File: src/rtl/i2c_slave_mem.sv
// -----------------------------------------------------------------------------
// i2c_slave_mem
//
// I2C target with an internal byte memory. The 7-bit address field of each
// transaction selects a memory location. One data byte follows, and it is
// either written to that location or read from it. SCL and SDA are
// oversampled in the clk domain. SDA is driven open-drain through sda_oe.
//
// Optional feature macro: I2C_SLV_AUTOINC_EN
//   defined   -> burst transfers. The pointer advances after every data byte
//                and wraps from MEM_DEPTH-1 to 0. A read burst continues while
//                the master ACKs.
//   undefined -> exactly one data byte per transaction.
//
// Parameters
//   MEM_DEPTH  number of 8-bit locations (1..128); addresses >= MEM_DEPTH NACK
//
// Ports
//   clk        system clock (sole clock)
//   rst_n      asynchronous active-low reset
//   scl        bus SCL, asynchronous
//   sda_i      sampled bus SDA, asynchronous
//   sda_oe     1 pulls SDA low, 0 releases it
//   busy       high from detected START until detected STOP
//   done       one-cycle pulse at a STOP that ends an ACKed transaction
//   last_addr  address of the last ACKed transaction
//   last_op    R/W bit of the last ACKed transaction (1 = read)
// -----------------------------------------------------------------------------
module i2c_slave_mem #(
    parameter int MEM_DEPTH = 16
) (
    input  logic       clk,
    input  logic       rst_n,
    input  logic       scl,
    input  logic       sda_i,
    output logic       sda_oe,
    output logic       busy,
    output logic       done,
    output logic [6:0] last_addr,
    output logic       last_op
);

    localparam int         PTR_W   = (MEM_DEPTH > 1) ? $clog2(MEM_DEPTH) : 1;
    localparam logic [7:0] DEPTH_8 = 8'(MEM_DEPTH);

    typedef enum logic [2:0] {
        S_IDLE,
        S_ADDR,
        S_ADDR_ACK,
        S_WR_DATA,
        S_WR_ACK,
        S_RD_DATA,
        S_RD_ACK,
        S_WAIT_STOP
    } state_e;

    // ------------------------------------------------------------------
    // Input conditioning: 2-FF synchronizer plus one history stage.
    // The stages reset to 1 (idle bus), so the release of reset does not
    // create a false edge.
    // ------------------------------------------------------------------
    logic scl_m_q, scl_s_q, scl_h_q;
    logic sda_m_q, sda_s_q, sda_h_q;

    always_ff @(posedge clk or negedge rst_n) begin
        if (!rst_n) begin
            scl_m_q <= 1'b1;
            scl_s_q <= 1'b1;
            scl_h_q <= 1'b1;
            sda_m_q <= 1'b1;
            sda_s_q <= 1'b1;
            sda_h_q <= 1'b1;
        end else begin
            // NOTE: sequential state uses non-blocking assignments, so every
            // stage samples the pre-edge value of the stage before it.
            scl_m_q <= scl;
            scl_s_q <= scl_m_q;
            scl_h_q <= scl_s_q;
            sda_m_q <= sda_i;
            sda_s_q <= sda_m_q;
            sda_h_q <= sda_s_q;
        end
    end

    logic scl_rise, scl_fall, bus_start, bus_stop;

    assign scl_rise  =  scl_s_q & ~scl_h_q;
    assign scl_fall  = ~scl_s_q &  scl_h_q;
    // START and STOP are SDA edges while SCL is stably high.
    assign bus_start = scl_s_q & scl_h_q &  sda_h_q & ~sda_s_q;
    assign bus_stop  = scl_s_q & scl_h_q & ~sda_h_q &  sda_s_q;

    // ------------------------------------------------------------------
    // State and datapath registers
    // ------------------------------------------------------------------
    state_e           state_q, state_d;
    logic [7:0]       shift_q, shift_d;
    logic [2:0]       bit_cnt_q, bit_cnt_d;
    logic [PTR_W-1:0] ptr_q, ptr_d;
    logic             sda_oe_q, sda_oe_d;
    logic             busy_q, busy_d;
    logic             done_q, done_d;
    logic             acked_q, acked_d;     // current transaction's address was ACKed
    logic             ack_on_q, ack_on_d;   // second phase of an ACK bit
    logic [6:0]       last_addr_q, last_addr_d;
    logic             last_op_q, last_op_d;

    logic [7:0]       mem_q [MEM_DEPTH];
    logic [7:0]       mem_rd;
    logic [7:0]       mem_wdata;
    logic             mem_we;
    logic             last_bit;
    logic             addr_ok;

    assign mem_rd    = mem_q[ptr_q];
    assign mem_wdata = {shift_q[6:0], sda_s_q};
    assign last_bit  = (bit_cnt_q == 3'd7);
    assign addr_ok   = ({1'b0, shift_q[6:0]} < DEPTH_8);

`ifdef I2C_SLV_AUTOINC_EN
    localparam logic [PTR_W-1:0] PTR_LAST = PTR_W'(MEM_DEPTH - 1);
    logic [PTR_W-1:0] ptr_inc;
    logic [7:0]       mem_inc;

    assign ptr_inc = (ptr_q == PTR_LAST) ? '0 : ptr_q + 1'b1;
    assign mem_inc = mem_q[ptr_inc];
`endif

    // ------------------------------------------------------------------
    // FSM: state register
    // ------------------------------------------------------------------
    always_ff @(posedge clk or negedge rst_n) begin
        if (!rst_n) state_q <= S_IDLE;
        else        state_q <= state_d;
    end

    // ------------------------------------------------------------------
    // FSM: next state. STOP and START override every state.
    // ------------------------------------------------------------------
    always_comb begin
        // NOTE: every combinational output gets a default first, so no
        // path through the block leaves it unassigned and infers a latch.
        state_d = state_q;
        if (bus_stop) begin
            state_d = S_IDLE;
        end else if (bus_start) begin
            state_d = S_ADDR;
        end else begin
            case (state_q)
                S_ADDR:
                    if (scl_rise && last_bit) state_d = addr_ok ? S_ADDR_ACK : S_WAIT_STOP;
                S_ADDR_ACK:
                    if (scl_fall && ack_on_q) state_d = last_op_q ? S_RD_DATA : S_WR_DATA;
                S_WR_DATA:
                    if (scl_rise && last_bit) state_d = S_WR_ACK;
                S_WR_ACK:
`ifdef I2C_SLV_AUTOINC_EN
                    if (scl_fall && ack_on_q) state_d = S_WR_DATA;
`else
                    if (scl_fall && ack_on_q) state_d = S_WAIT_STOP;
`endif
                S_RD_DATA:
                    if (scl_fall && last_bit) state_d = S_RD_ACK;
                S_RD_ACK:
`ifdef I2C_SLV_AUTOINC_EN
                    if (scl_rise && sda_s_q)       state_d = S_WAIT_STOP;
                    else if (scl_fall && ack_on_q) state_d = S_RD_DATA;
`else
                    if (scl_rise) state_d = S_WAIT_STOP;
`endif
                default: ;
            endcase
        end
    end

    // ------------------------------------------------------------------
    // FSM: outputs and datapath next-state
    // ------------------------------------------------------------------
    always_comb begin
        shift_d     = shift_q;
        bit_cnt_d   = bit_cnt_q;
        ptr_d       = ptr_q;
        sda_oe_d    = sda_oe_q;
        busy_d      = busy_q;
        done_d      = 1'b0;
        acked_d     = acked_q;
        ack_on_d    = ack_on_q;
        last_addr_d = last_addr_q;
        last_op_d   = last_op_q;
        mem_we      = 1'b0;

        if (bus_stop) begin
            sda_oe_d = 1'b0;
            busy_d   = 1'b0;
            done_d   = busy_q & acked_q;
            acked_d  = 1'b0;
            ack_on_d = 1'b0;
        end else if (bus_start) begin
            // A repeated START also lands here; any partial byte is dropped.
            sda_oe_d  = 1'b0;
            busy_d    = 1'b1;
            bit_cnt_d = 3'd0;
            ack_on_d  = 1'b0;
            acked_d   = 1'b0;
        end else begin
            case (state_q)
                S_ADDR: begin
                    if (scl_rise) begin
                        shift_d   = {shift_q[6:0], sda_s_q};
                        bit_cnt_d = bit_cnt_q + 3'd1;
                        if (last_bit && addr_ok) begin
                            ptr_d       = shift_q[PTR_W-1:0];
                            last_addr_d = shift_q[6:0];
                            last_op_d   = sda_s_q;
                            acked_d     = 1'b1;
                        end
                    end
                end
                // ACK bit: the first SCL fall pulls SDA low, the next one
                // ends the 9th clock and sets up the following phase.
                S_ADDR_ACK, S_WR_ACK: begin
                    if (scl_fall) begin
                        if (!ack_on_q) begin
                            sda_oe_d = 1'b1;
                            ack_on_d = 1'b1;
                        end else begin
                            ack_on_d  = 1'b0;
                            bit_cnt_d = 3'd0;
                            sda_oe_d  = 1'b0;
                            if (state_q == S_ADDR_ACK && last_op_q) begin
                                shift_d  = {mem_rd[6:0], 1'b1};
                                sda_oe_d = ~mem_rd[7];
                            end
`ifdef I2C_SLV_AUTOINC_EN
                            if (state_q == S_WR_ACK) ptr_d = ptr_inc;
`endif
                        end
                    end
                end
                S_WR_DATA: begin
                    if (scl_rise) begin
                        shift_d   = {shift_q[6:0], sda_s_q};
                        bit_cnt_d = bit_cnt_q + 3'd1;
                        mem_we    = last_bit;
                    end
                end
                // Bit 7 is already on the bus; each fall presents the next
                // bit, and the 8th fall releases SDA for the master's ACK.
                S_RD_DATA: begin
                    if (scl_fall) begin
                        bit_cnt_d = bit_cnt_q + 3'd1;
                        if (last_bit) begin
                            sda_oe_d = 1'b0;
                        end else begin
                            sda_oe_d = ~shift_q[7];
                            shift_d  = {shift_q[6:0], 1'b1};
                        end
                    end
                end
`ifdef I2C_SLV_AUTOINC_EN
                S_RD_ACK: begin
                    if (scl_rise && !sda_s_q) begin
                        ack_on_d = 1'b1;
                    end else if (scl_fall && ack_on_q) begin
                        ack_on_d  = 1'b0;
                        bit_cnt_d = 3'd0;
                        ptr_d     = ptr_inc;
                        shift_d   = {mem_inc[6:0], 1'b1};
                        sda_oe_d  = ~mem_inc[7];
                    end
                end
`endif
                default: ;
            endcase
        end
    end

    always_ff @(posedge clk or negedge rst_n) begin
        if (!rst_n) begin
            shift_q     <= '0;
            bit_cnt_q   <= '0;
            ptr_q       <= '0;
            sda_oe_q    <= 1'b0;
            busy_q      <= 1'b0;
            done_q      <= 1'b0;
            acked_q     <= 1'b0;
            ack_on_q    <= 1'b0;
            last_addr_q <= '0;
            last_op_q   <= 1'b0;
        end else begin
            shift_q     <= shift_d;
            bit_cnt_q   <= bit_cnt_d;
            ptr_q       <= ptr_d;
            sda_oe_q    <= sda_oe_d;
            busy_q      <= busy_d;
            done_q      <= done_d;
            acked_q     <= acked_d;
            ack_on_q    <= ack_on_d;
            last_addr_q <= last_addr_d;
            last_op_q   <= last_op_d;
        end
    end

    // ------------------------------------------------------------------
    // Byte memory
    // ------------------------------------------------------------------
    always_ff @(posedge clk or negedge rst_n) begin
        if (!rst_n) begin
            // NOTE: the memory must read 0x00 after reset, so it is built
            // from resettable flops rather than a RAM macro.
            for (int i = 0; i < MEM_DEPTH; i++) mem_q[i] <= 8'h00;
        end else if (mem_we) begin
            mem_q[ptr_q] <= mem_wdata;
        end
    end

    assign sda_oe    = sda_oe_q;
    assign busy      = busy_q;
    assign done      = done_q;
    assign last_addr = last_addr_q;
    assign last_op   = last_op_q;

endmodule

File: config.mk
export PLATFORM = sky130hd
export DESIGN_NAME = i2c_slave_mem
export DESIGN_NICKNAME = d
export VERILOG_FILES = /design/src/rtl/i2c_slave_mem.sv
export SDC_FILE = /design/constraint.sdc
export NUM_CORES = 1
export LEC_CHECK = 0
export ABC_AREA = 1
export ABC_CLOCK_PERIOD_IN_PS = 2400
export CAP_MARGIN = 20
export CORE_AREA = 2 2 114 116
export DETAILED_ROUTE_END_ITERATION = 6
export DIE_AREA = 0 0 116 118
export PLACE_DENSITY = 0.87
export REMOVE_ABC_BUFFERS = 1
export SYNTH_ARGS = -nofsm -noshare
export SYNTH_HDL_FRONTEND = slang
export SYNTH_SLANG_ARGS = --single-unit
File: constraint.sdc
create_clock -name clk -period 2.4 [get_ports clk]
set_clock_uncertainty 0.2 [all_clocks]
set_input_delay 0.48 -clock clk [delete_from_list [all_inputs] [get_ports clk]]
set_output_delay 0.48 -clock clk [all_outputs]
set_load 0.03 [all_outputs]
==> results of run 1 <==
-- timing repair --
action	in CTS	in global routing
resized for setup	2	3
endpoints found under the setup margin	2	11
endpoints found under the hold margin	52	0
hold buffers	1	0
-- metrics by stage --
step	cells	TNS, ns	hold WS (ns)	util (%)
3_5_place_dp	1095	0	0.147	63.8
4_1_cts	1128	0	0.156	68.9
6_report	1128	0	0.155	69.0
3_3_place_gp	1095	0	0.146	63.8
5_1_grt	1128	0	0.161	69.0
2_1_floorplan	881	-18.79	-0.0156	-
-- cell type report --
cell class	count	area, um2
Sequential cell	161	4040
Clock inverter	13	184
Clock buffer	19	433
Tap cell	172	215
Fill cell	898	3850
Multi-Input combinational cell	672	3110
Inverter	48	184
Timing Repair Buffer	43	408
-- logic make-up after synthesis --
group	after synthesis	share of synthesized area, %
AOI/OAI and AO/OA	166	12.0
adders and majority gates	3	0.493
buffers and inverters	95	6.33
DFF	161	53.0
and+or+nand+nor	503	28.2
-- path summary, 6_finish.rpt --
| check | start | end | slack [ns] | cells after the start |
|---|---|---|---|---|
| hold reg to reg | sda_m_q$_DFF_PN1_ | sda_s_q$_DFF_PN1_ | 0.16 | 0 |
| hold / removal | sda_m_q$_DFF_PN1_ | sda_s_q$_DFF_PN1_ | 0.16 | 0 |
| min in group asynchronous | rst_n | mem_q[84]$_DFFE_PN0P_ | 0.42 | 2 |
| setup reg to reg | scl_h_q$_DFF_PN1_ | bit_cnt_q[2]$_DFFE_PN0P_ | 0.16 | 8 |
| setup / recovery | scl_h_q$_DFF_PN1_ | bit_cnt_q[2]$_DFFE_PN0P_ | 0.16 | 8 |
| max in group asynchronous | rst_n | sda_s_q$_DFF_PN1_ | 0.92 | 3 |
-- sequential cells by signal (all words and copies together) (netlist names) --
name and flops:
done 1, shift_q 8, acked_q 1, sda_s_q 1, sda_h_q 1, last_addr 4
busy 1, bit_cnt_q 3, mem_q 128, ptr_q 3, scl_s_q 1, last_op 1
sda_m_q 1, state_q 3, sda_oe 1, scl_h_q 1, scl_m_q 1, ack_on_q 1
-- layer usage --
metal,vias up,track usage (%),routed length [um]
li1,3026,-,-
met3,71,6.33,1630
met4,0,15.2,806
met1,3143,39.8,7580
met2,358,45.9,9100
met5,-,0,0
-- synthesized netlist by cell type (all sizes together) --
cell / count
nand3: 52
o21bai: 1
nand2: 394
a21oi: 9
o21a: 1
clkinv: 1
ha: 3
clkbuf: 16
inv: 47
dfstp: 6
nand4: 8
and3: 2
dfrtp: 155
nor2: 36
o211ai: 2
o21ai: 152
buf: 31
a21boi: 1
nor3: 11
-- report_power, final --
part,switching [mW],internal (mW)
clock network,1.10,1.75
registers,0.107,2.84
logic,0.989,0.300
total,2.20,4.88
==> flow_summary_export.csv, run 1 <==
group,metric,value,unit
status,status,"completed",
setup_path,critical_path_required,2.53,ns
route,firstDrtPassIters,7,
synth,synth_seq_cells,161,
clocking,clkTransAtPathRegs,0.06,ns
floorplan,fp.dieArea,13700,um2
setup_path,path_buf_inv,2,
timing,maxSlewViolCount,0,
synth,yosys.area.top_type,"dfrtp_1",
clocking,cts_tree,"built",
floorplan,core-area,12400,um2
global_routing,antenna_found_initial,0,
synth,yosysWarnings,0,
timing,relSlewSlack,45.0,%
timing,hold_violations,0,
setup_path,max_stage_delay,0.53,ns
global_routing,grt_pass1_wl,31.5,mm
route,viasPerCell,5.85,
synth,synth_top_area_share,50.9,%
synth,synthTopCellsByArea,"dfrtp_1 51%, nand2_1 19%, o21ai_0 4.6%",
timing,worst_slack,0.157,ns
flow_run,maxCapViolCount,0,
final_layout,drive_gt1_share,11.1,%
floorplan,rows,41,
power_and_ir_drop,power.density,826,nW/um2
timing,rsz0062_at_grt,"false",
setup_path,cp_cell_sequence,"inv_1, nor2_1, inv_1, nand2_1, nand4_1, nor2_1, nand3_1, a21oi_1",
final_layout,final_common_cell,"nand2_1",
synth,synth.avg_cell_area,8.20,um2
clocking,cts_sinks,161,
timing,min_period_over_period,93.4,%
worst_hold_path,hp-class,"reg2reg",
placed_design,place_congestion,0.918,
setup_path,crit_path_end_kind,"flip-flop",
global_routing,gr-total-overflow,0,
power_and_ir_drop,p_leak,4.08,nW
synth,ys_types,30,
final_layout,final_area,8570,um2
placed_design,io_buffers,14,
clocking,cts_buffer_depth,2,
route,wirelength,19.1,mm
clocking,postCtsSetupBuffers,0,
clocking,cts_buffers,17,
synth,synthCells,928,
floorplan,die_w,116,um
placed_design,dpl_worst_slack,0.177,ns
setup_path,crit_fanout,4,
timing,tightest_slew,0.824,ns
setup_path,crit_arrival,2.37,ns
timing,setup_viol,0,
route,ant_nets,0,
route,drc,0,
floorplan,die_h,118,um
setup_path,cp-start-kind,"flip-flop",
setup_path,criticalPathCategory,"reg2reg",
clocking,root_buffer,"clkbuf_16",
timing,finalCriticalPeriod,2.24,ns
global_routing,track_usage,29.8,%
route,post_drt_wl_per_cell,16.9,um
synth,yosysSeqAreaShare,53.0,%
synth,syn-cell-area,7610,um2
power_and_ir_drop,max-vdd-ir-drop,633,uV
setup_path,critical-path-top-delay-family,"simple AND/OR/NAND/NOR gates",
power_and_ir_drop,totalPowerFinal,7.08,mW
route,first_iter_violations,860,
floorplan,io_pins,15,
global_routing,grt_start_max_net_pins,60,
final_layout,layout.nets,950,
final_layout,final_cell_mix,"394 x nand2_1, 155 x dfrtp_1, 69 x o21ai_0",
final_layout,insertedDiodeCount,0,
setup_path,cp_slowest_cell,"dfstp_2",
clocking,clkLatencyLatePin,0.42,ns
placed_design,dpl_cell_area,7930,um2
timing,max_freq,0.446,GHz
clocking,htree_levels,4,
route,vias,6598,
floorplan,start_util,61.3,%
final_layout,syn_to_final_growth,12.5,%
global_routing,grt_pass1_vias,6341,
placed_design,hpwl,11.6,mm
Power figures use the tool's default switching activity.
==> run 2, diff against run 1 <==
--- a/config.mk
+++ b/config.mk
@@ -6,9 +6,9 @@
 export NUM_CORES = 1
 export LEC_CHECK = 0
 export ABC_AREA = 1
-export ABC_CLOCK_PERIOD_IN_PS = 2400
 export CAP_MARGIN = 20
 export CORE_AREA = 2 2 114 116
+export CTS_CLUSTER_DIAMETER = 100
 export DETAILED_ROUTE_END_ITERATION = 6
 export DIE_AREA = 0 0 116 118
 export PLACE_DENSITY = 0.87
==> results of run 2 <==
Same layout as run 1: the final DEF is identical, and so are final timing and power.
==> run 3, diff against run 2 <==
--- a/config.mk
+++ b/config.mk
@@ -13,6 +13,7 @@
 export DIE_AREA = 0 0 116 118
 export PLACE_DENSITY = 0.87
 export REMOVE_ABC_BUFFERS = 1
+export SETUP_SLACK_MARGIN = 0.1
 export SYNTH_ARGS = -nofsm -noshare
 export SYNTH_HDL_FRONTEND = slang
 export SYNTH_SLANG_ARGS = --single-unit
==> run 3 against run 2 <==
  * The flow now finishes with violations (DRC)
  * Sequential power barely moved
  * Die area is the same
  * First-iteration DRC count fell by 6.0%
==> flow_summary_export.csv, run 3 (synthesis results as in run 1) <==
group,metric,value,unit
timing,min_period_over_period,92.8,%
route,vias,6590,
global_routing,gr-total-overflow,0,
power_and_ir_drop,max-vdd-ir-drop,635,uV
final_layout,final_common_cell,"nand2_1",
final_layout,syn_to_final_growth,12.6,%
power_and_ir_drop,power_frac_clock,40.2,%
setup_path,cp_cell_sequence,"inv_1, nor2_1, inv_1, nand2_1, nand4_1, buf_4, nor3_1, nand2_1, nand2_1",
status,violations,"DRC",
timing,setup_viol,0,
setup_path,critical_path_required,2.56,ns
timing,whs,0.155,ns
placed_design,place_congestion,0.918,
final_layout,top_register,"mem_q",
setup_path,criticalPathCategory,"reg2reg",
route,post_drt_wl_per_cell,17.0,um
status,status,"complete, but fails checks",
power_and_ir_drop,pwr-share-comb,18.2,%
final_layout,fill_cells,895,
timing,max_freq,0.449,GHz
route,first_iter_violations,808,
clocking,cts_tree,"built",
setup_path,crit_fanout,8,
global_routing,antenna_found_initial,0,
setup_path,cp-start-kind,"flip-flop",
final_layout,layout.nets,950,
floorplan,die_h,118,um
route,ant_nets,0,
clocking,clkTransAtPathRegs,0.06,ns
floorplan,fp.dieArea,13700,um2
power_and_ir_drop,p_leak,4.10,nW
route,firstDrtPassIters,7,
floorplan,die_w,116,um
floorplan,start_util,61.3,%
setup_path,cpMostUsedCell,"nand2_1",
timing,hold_violations,0,
global_routing,grt_pass1_wl,31.5,mm
clocking,htree_levels,4,
clocking,root_buffer,"clkbuf_16",
route,drc,2,
global_routing,grt_start_max_net_pins,60,
route,viasPerCell,5.84,
floorplan,rows,41,
setup_path,cp_slowest_cell,"dfstp_2",
power_and_ir_drop,swShare,31.0,%
power_and_ir_drop,power.density,826,nW/um2
flow_run,maxCapViolCount,0,
route,wirelength,19.2,mm
placed_design,hpwl,11.6,mm
setup_path,crit_arrival,2.38,ns
clocking,clkLatencyLatePin,0.42,ns
floorplan,core-area,12400,um2
power_and_ir_drop,p_seq_share,41.6,%
final_layout,final_cell_mix,"394 x nand2_1, 154 x dfrtp_1, 69 x o21ai_0",
timing,rsz0062_at_grt,"true",
setup_path,crit_path_end_kind,"flip-flop",
final_layout,largest_register_ffs,128,
power_and_ir_drop,p_switching,2.20,mW
timing,maxSlewViolCount,0,
final_layout,drive_gt1_share,11.3,%
power_and_ir_drop,intPower,4.88,mW
final_layout,final_area,8570,um2
timing,relSlewSlack,46.5,%
global_routing,track_usage,29.8,%
timing,tightest_slew,0.802,ns
clocking,cts_sinks,161,
worst_hold_path,hp-class,"reg2reg",
placed_design,dpl_cell_area,7930,um2
timing,finalCriticalPeriod,2.23,ns
clocking,cts_buffers,17,
final_layout,insertedDiodeCount,0,
clocking,cts_buffer_depth,2,
floorplan,io_pins,15,
setup_path,max_stage_delay,0.53,ns
global_routing,grt_pass1_vias,6341,
placed_design,io_buffers,14,
run 3: cell count changes in the layout (fill, tap and decap cells not counted):
cell and change:
nor2_2 +1, nor2_1 -1, dfrtp_2 +1, dfrtp_1 -1, clkdlybuf4s50_1 -1, dlymetal6s2s_1 +1
run 3: power by group through the flow:
| stage | logic [mW] | registers (mW) | clock network [mW] |
|---|---|---|---|
| final | 1.29 | 2.94 | 2.85 |
| after global routing | 1.40 | 2.96 | 2.98 |
| after CTS | 1.24 | 2.94 | 2.85 |
| after detailed placement | 1.19 | 2.98 | 0 |
| after global placement | 1.17 | 2.97 | 0 |
| after floorplan | 0.731 | 2.97 | 0 |
run 3: through the flow:
stage          TNS (ns)  std cells  util, %  setup WS [ns]  total power [mW]
5_1_grt               0       1128     69.0         0.0765              7.34
3_3_place_gp          0       1095     63.8          0.209              4.14
3_5_place_dp          0       1095     63.8          0.177              4.16
4_1_cts               0       1128     68.9          0.104              7.03
6_report              0       1128     69.0          0.174              7.08
2_1_floorplan    -18.79        881        -         -0.393              3.70
run 3: final timing paths:
kind,from,to,slack (ns),cells after the start
worst max-delay path,scl_h_q$_DFF_PN1_,shift_q[3]$_DFFE_PN0P_,0.17,9
worst min-delay path,sda_m_q$_DFF_PN1_,sda_s_q$_DFF_PN1_,0.16,0
worst max register to register,scl_h_q$_DFF_PN1_,shift_q[3]$_DFFE_PN0P_,0.17,9
worst min register to register,sda_m_q$_DFF_PN1_,sda_s_q$_DFF_PN1_,0.16,0
max in group asynchronous,rst_n,sda_s_q$_DFF_PN1_,0.92,3
min in group asynchronous,rst_n,mem_q[83]$_DFFE_PN0P_,0.42,2
run 3: worst max-delay path: cells and delay by family, from the launching register on:
| family | cells | cell delay, ns |
|---|---|---|
| DFF | 1 | 0.53 |
| buffers and inverters | 3 | 0.43 |
| and+or+nand+nor | 6 | 0.99 |
run 3: routing by layer:
metal / track usage, % / wire [um] / vias up
met5: 0 / 0 / -
met4: 15.2 / 727 / 0
met3: 6.33 / 1590 / 61
met2: 45.9 / 9160 / 338
met1: 39.8 / 7720 / 3156
li1: - / - / 3035
run 3: what timing repair did:
action,CTS,global route
pin swaps,0,0
endpoints found under the setup margin,2,17
setup buffers,0,0
hold endpoints to repair,52,0
hold buffers,1,0
gates resized for setup,2,6
run 3: final cells by class:
class                      count  area [um2]  area share, %
clock inverter                13         184           2.15
tap                          172         215           2.51
inverter                      48         184           2.15
multi-input combinational    672        3110           36.3
timing repair buffer          43         410           4.79
clock buffer                  19         433           5.05
sequential                   161        4040           47.1
